File: src/rtl/led_pattern_gen_if.sv
// Control/status bundle for led_pattern_gen: mode/speed/pause controls in,
// LED pattern and tick/wrap status pulses out.
interface led_pattern_gen_if #(
    parameter int WIDTH = 8
) ();
    logic             ena;
    logic [1:0]       mode;
    logic [1:0]       speed;
    logic             pause;
    logic             step;
    logic [WIDTH-1:0] leds;
    logic             tick;
    logic             wrap;

    modport master (
        output ena, mode, speed, pause, step,
        input  leds, tick, wrap
    );

    modport slave (
        input  ena, mode, speed, pause, step,
        output leds, tick, wrap
    );
endinterface

File: src/rtl/led_pattern_gen.sv
// LED pattern generator: prescaler plus 2^speed divider advance a WIDTH-bit
// pattern in binary up/down, one-hot bounce or gray-up mode, with pause/step.
module led_pattern_gen #(
    parameter int WIDTH        = 8,
    parameter int PRESCALE_W   = 25,
    parameter int PRESCALE_MAX = 24999999
) (
    input  logic               clk,
    input  logic               rst_n,
    led_pattern_gen_if.slave   bus
);

    typedef enum logic [1:0] {
        MODE_UP     = 2'd0,
        MODE_DOWN   = 2'd1,
        MODE_BOUNCE = 2'd2,
        MODE_GRAY   = 2'd3
    } mode_e;

    typedef enum logic {
        DIR_LEFT  = 1'b0,
        DIR_RIGHT = 1'b1
    } dir_e;

    logic [PRESCALE_W-1:0] r_pre_cnt, w_pre_cnt;
    logic [2:0]            r_sub_cnt, w_sub_cnt;
    logic [WIDTH-1:0]      r_cnt,     w_cnt;
    dir_e                  r_dir,     w_dir;
    mode_e                 r_mode_q,  w_mode_q;
    logic                  r_tick,    w_tick;
    logic                  r_wrap,    w_wrap;

    mode_e                 w_mode;
    logic [2:0]            w_limit;
    logic                  w_advance;
    logic                  w_onehot;
    dir_e                  w_eff_dir;
    logic [WIDTH-1:0]      w_shift;

    always_ff @(posedge clk or negedge rst_n) begin
        if (!rst_n) begin
            r_pre_cnt <= '0;
            r_sub_cnt <= '0;
            r_cnt     <= '0;
            r_dir     <= DIR_LEFT;
            r_mode_q  <= MODE_UP;
            r_tick    <= 1'b0;
            r_wrap    <= 1'b0;
        end else begin
            r_pre_cnt <= w_pre_cnt;
            r_sub_cnt <= w_sub_cnt;
            r_cnt     <= w_cnt;
            r_dir     <= w_dir;
            r_mode_q  <= w_mode_q;
            r_tick    <= w_tick;
            r_wrap    <= w_wrap;
        end
    end

    always_comb begin
        w_pre_cnt = r_pre_cnt;
        w_sub_cnt = r_sub_cnt;
        w_cnt     = r_cnt;
        w_dir     = r_dir;
        w_mode_q  = r_mode_q;
        w_tick    = 1'b0;
        w_wrap    = 1'b0;
        w_advance = 1'b0;
        w_eff_dir = r_dir;
        w_shift   = r_cnt;
        w_mode    = mode_e'(bus.mode);
        w_limit   = 3'((4'd1 << bus.speed) - 4'd1);
        w_onehot  = (r_cnt != '0) && ((r_cnt & (r_cnt - WIDTH'(1))) == '0);

        if (bus.ena) begin
            if (w_mode != r_mode_q) begin
                // Reload wins over any advance that lands in the same cycle.
                w_mode_q  = w_mode;
                w_pre_cnt = '0;
                w_sub_cnt = '0;
                case (w_mode)
                    MODE_DOWN:   w_cnt = '1;
                    MODE_BOUNCE: begin
                        w_cnt = WIDTH'(1);
                        w_dir = DIR_LEFT;
                    end
                    default:     w_cnt = '0;
                endcase
            end else begin
                if (bus.pause) begin
                    w_advance = bus.step;
                end else if (r_pre_cnt == PRESCALE_W'(PRESCALE_MAX)) begin
                    w_pre_cnt = '0;
                    // >= so that lowering speed mid-count still advances next terminal.
                    if (r_sub_cnt >= w_limit) begin
                        w_sub_cnt = '0;
                        w_advance = 1'b1;
                    end else begin
                        w_sub_cnt = r_sub_cnt + 3'd1;
                    end
                end else begin
                    w_pre_cnt = r_pre_cnt + PRESCALE_W'(1);
                end

                if (w_advance) begin
                    w_tick = 1'b1;
                    case (r_mode_q)
                        MODE_DOWN: begin
                            w_cnt  = r_cnt - WIDTH'(1);
                            w_wrap = (r_cnt == '0);
                        end
                        MODE_BOUNCE: begin
                            if (!w_onehot) begin
                                w_cnt  = WIDTH'(1);
                                w_dir  = DIR_LEFT;
                                w_wrap = 1'b1;
                            end else begin
                                if (r_cnt[WIDTH-1])
                                    w_eff_dir = DIR_RIGHT;
                                else if (r_cnt[0])
                                    w_eff_dir = DIR_LEFT;
                                w_shift = (w_eff_dir == DIR_LEFT) ? (r_cnt << 1) : (r_cnt >> 1);
                                w_cnt   = w_shift;
                                w_dir   = w_eff_dir;
                                w_wrap  = (w_shift == WIDTH'(1));
                            end
                        end
                        default: begin
                            w_cnt  = r_cnt + WIDTH'(1);
                            w_wrap = (r_cnt == '1);
                        end
                    endcase
                end
            end
        end
    end

    assign bus.leds = (r_mode_q == MODE_GRAY) ? (r_cnt ^ (r_cnt >> 1)) : r_cnt;
    assign bus.tick = r_tick;
    assign bus.wrap = r_wrap;

endmodule

File: src/flat_wrapper.sv
// flat-port wrapper written by rule: the top's interface ports become plain ports
module led_pattern_gen_flat 
#(
    parameter int WIDTH        = 8,
    parameter int PRESCALE_W   = 25,
    parameter int PRESCALE_MAX = 24999999
)
  (clk, rst_n, bus_ena, bus_mode, bus_speed, bus_pause, bus_step, bus_leds, bus_tick, bus_wrap);
  led_pattern_gen_if #(.WIDTH(WIDTH)) bus_i ();
  input  logic clk;
  input  logic rst_n;
  input wire logic [$bits(bus_i.ena)-1:0] bus_ena;
  input wire logic [$bits(bus_i.mode)-1:0] bus_mode;
  input wire logic [$bits(bus_i.speed)-1:0] bus_speed;
  input wire logic [$bits(bus_i.pause)-1:0] bus_pause;
  input wire logic [$bits(bus_i.step)-1:0] bus_step;
  output wire logic [$bits(bus_i.leds)-1:0] bus_leds;
  output wire logic [$bits(bus_i.tick)-1:0] bus_tick;
  output wire logic [$bits(bus_i.wrap)-1:0] bus_wrap;
  assign bus_i.ena = bus_ena;
  assign bus_i.mode = bus_mode;
  assign bus_i.speed = bus_speed;
  assign bus_i.pause = bus_pause;
  assign bus_i.step = bus_step;
  assign bus_leds = bus_i.leds;
  assign bus_tick = bus_i.tick;
  assign bus_wrap = bus_i.wrap;
  led_pattern_gen #(.WIDTH(WIDTH), .PRESCALE_W(PRESCALE_W), .PRESCALE_MAX(PRESCALE_MAX)) u_core (.clk(clk), .rst_n(rst_n), .bus(bus_i));
endmodule
File: config.mk
export PLATFORM = sky130hd
export DESIGN_NAME = led_pattern_gen_flat
export DESIGN_NICKNAME = d
export VERILOG_FILES = /design/src/rtl/led_pattern_gen_if.sv /design/src/rtl/led_pattern_gen.sv /design/src/flat_wrapper.sv
export SDC_FILE = /design/constraint.sdc
export NUM_CORES = 1
export LEC_CHECK = 0
export BUFFER_PORTS_ARGS = -buffer_cell sky130_fd_sc_hd__buf_2
export CAP_MARGIN = 20
export CORE_AREA = 10 10 136 101
export CTS_BUF_LIST = sky130_fd_sc_hd__clkbuf_2
export DETAILED_ROUTE_END_ITERATION = 10
export DIE_AREA = 0 0 146 111
export PLACE_DENSITY_LB_ADDON = 0.05
export SETUP_SLACK_MARGIN = 0.02
export SKIP_LAST_GASP = 1
export SLEW_MARGIN = 40
export SYNTH_ARGS = -nofsm -noshare
export SYNTH_HDL_FRONTEND = slang
export SYNTH_SLANG_ARGS = --single-unit
export TNS_END_PERCENT = 50
File: constraint.sdc
create_clock -name clk -period 6.4 [get_ports clk]
set_input_delay 0.32 -clock clk [delete_from_list [all_inputs] [get_ports clk]]
set_output_delay 0.32 -clock clk [all_outputs]
set_load 0.01 [all_outputs]
==> impl_metrics.ini <==
[timing]
drv_slew = 0
holdWs_ns = 0.192
fin_tns_setup_ns = 0
max_slew_margin = 0.506
hold_violations = 0
tightest_slew_ns = 0.735
max_freq_ghz = 0.335
finalClockSkew_ns = 0.0154
rsz0062_at_grt = false
finalCritPeriodShare = 0.466
fin_crit_ns = 2.98
setup_viol = 0

[cells_and_area]
antenna_cells = 0
areaGrowthSynthToFinish_pct = 8.94
final_nets = 433
postLayoutCellArea_sq_um = 3540
final_util = 0.314
drive_above_1_share = 0.105

[yosys]
syn_inst = 376
syn_avg_cell_area_sq_um = 8.63
netlist_area_sq_um = 3250
synth-seq-cells = 41
synth.most_common_cell = dfrtp_1
synth_warnings = 0
synth-async-reset-ratio = 1.00
yosys.area.top_type = dfrtp_1
synth_edf_count = 0
syn_nets = 419
synth_cell_type_count = 52
synth_common_cells = dfrtp_1, nand2_1, ha_1
seq_area_frac_synth = 0.316
ys_top_cells_by_area = dfrtp_1, ha_1, o21ai_0
netlist.area_leader.share = 0.316
synth_ff_type = dfrtp_1

[hold_path]
hold_class = primary input to flop

[drt]
dr.pass1.iters = 4
drt-initial-drc-count = 212
wl_mm = 9.47
wl_per_cell_microns = 17.3
ant_nets = 0
via_per_inst = 5.10
post-route-drc-count = 0
via_count = 2794

[power]
power_w = 0.000787
peakVddDrop_uv = 49.8
p_leak_nw = 1.51
power_density_nw_per_um2 = 223

[clocking]
clk_latency_ns = 0.42
root_buffer = clkbuf_2
cts_buffers = 5
numClockSinks = 41
cts_tree = done
cts_resized = 0
max-clock-path-buffers = 2
clkSlewWorstSetupHoldPaths_ns = 0.21
htree_levels = 2

[global_routing]
met1_usage = 0.193
grt-busiest-layer = met1
met3_usage = 0.0318
grt_pass1_wl_mm = 15.5
antenna_found_initial = 0
grt_pass1_vias = 2712
grt_max_degree = 42
grt_overflow_total = 0
use_met2 = 0.140
grt_use_total = 0.117

[place]
place_congestion = 0.823
port_buffers = 18
placed_area_sq_um = 3490
dp_hpwl_mm = 7.11

[die]
die_y_microns = 111
num_rows = 33
die_area_sq_um = 16200
core_region_area_sq_um = 11300
num_io_pins = 19
die_w_microns = 146
start_util = 0.288

[critical_path]
crit_path_end_kind = flop
cp.required_ns = 6.76
cp_slowest_stage_delay_ns = 0.58
cp-start-kind = flop
crit_chain = inv_1, ha_1, inv_1, o21ai_0, nand2_1, nand2_1, ha_1, nor4_1, nand4_1, a211oi_1, o21ai_0, mux2i_1
worstPathArrival_ns = 3.34
worst_path_max_delay_cell = dfrtp_1
cp_max_fo = 8
critPathKind = flop to flop

[status]
status = finished clean

[job]
drv_cap = 0
report_power, final:
part | switching [W] | total [W] | internal (W)
clock | 0.0000925 | 0.000120 | 0.0000275
combinational | 0.000208 | 0.000338 | 0.000129
sequential | 0.0000492 | 0.000329 | 0.000280
total | 0.000350 | 0.000787 | 0.000437
layer usage:
layer,up-vias,part of all wire,routed length (microns)
met5,-,0,0
met4,0,0.0069,65
met3,9,0.058,545
met2,58,0.36,3390
met1,1328,0.58,5470
li1,1399,-,-
worst paths after layout:
path / endpoint / depth (start not counted) / start / slack (ns)
hold reg to reg: u_core.r_pre_cnt[24] / 1 / u_core.r_pre_cnt[24] / 0.52
hold / removal: u_core.r_mode_q[0] / 3 / bus_mode[0] / 0.19
setup / recovery: u_core.r_cnt[2] / 12 / u_core.r_cnt[2] / 3.42
min in group asynchronous: u_core.r_sub_cnt[2] / 2 / rst_n / 0.40
setup reg to reg: u_core.r_cnt[2] / 12 / u_core.r_cnt[2] / 3.42
max in group asynchronous: u_core.r_cnt[4] / 2 / rst_n / 5.60
per-stage QoR:
stage | setup WS (ns) | instances
3_5_place_dp | 3.52 | 539
4_1_cts | 3.46 | 548
5_1_grt | 3.18 | 548
6_report | 3.42 | 548
2_1_floorplan | 4.02 | 376
3_3_place_gp | 3.49 | 539
state kept, by name, indices dropped and copies added (netlist names):
signal            count
u_core.r_cnt          8
u_core.bus.tick       1
u_core.r_dir          1
u_core.r_mode_q       2
u_core.r_pre_cnt     25
u_core.r_sub_cnt      3
u_core.bus.wrap       1
area by class of cell:
type	count	area, sq um
Timing Repair Buffer	21	118
Fill cell	1203	7740
Multi-Input combinational cell	301	2080
Tap cell	157	196
Inverter	20	75.1
Clock buffer	6	30.0
Clock inverter	2	10.0
Sequential cell	41	1030
timing repair:
item / CTS / global route
setup buffers: 0 / 0
hold buffers: 1 / 0
hold endpoints to repair: 41 / 0
critical path: cells and delay by family, from the launching register on:
kind / cells / cell delay, ns
AOI/OAI and AO/OA: 3 / 0.74
adders and majority gates: 2 / 0.43
buffers and inverters: 2 / 0.22
DFF: 1 / 0.58
muxes: 1 / 0.16
and+or+nand+nor: 4 / 0.80
cells in the final DEF (no fill, tap or decap), types with 4 or more instances in the layout:
cell type,netlist,final
a211oi_1,5,5
a21oi_1,7,7
a31oi_1,6,6
and3_1,10,10
buf_2,2,17
clkbuf_2,1,6
dfrtp_1,41,41
ha_1,34,34
inv_1,18,18
mux2_2,4,4
mux2i_1,6,6
nand2_1,39,39
nand2b_1,5,5
nand3_1,19,19
nand4_1,21,21
nor2_1,23,23
nor3_1,7,7
nor3b_1,5,5
nor4_1,5,5
nor4b_1,6,6
o211ai_1,6,6
o21ai_0,31,31
or3_1,5,5
xnor2_1,10,10
xor2_1,14,14
logic make-up after synthesis:
family,synth area share
flip-flops,0.316
multiplexers,0.0359
XOR/XNOR,0.0648
AO/OA/AOI/OAI,0.144
adder cells (fa/ha/maj),0.131
buffers and inverters,0.0428
AND/OR/NAND/NOR,0.266
Note: power is estimated with default switching activity, not from simulation.
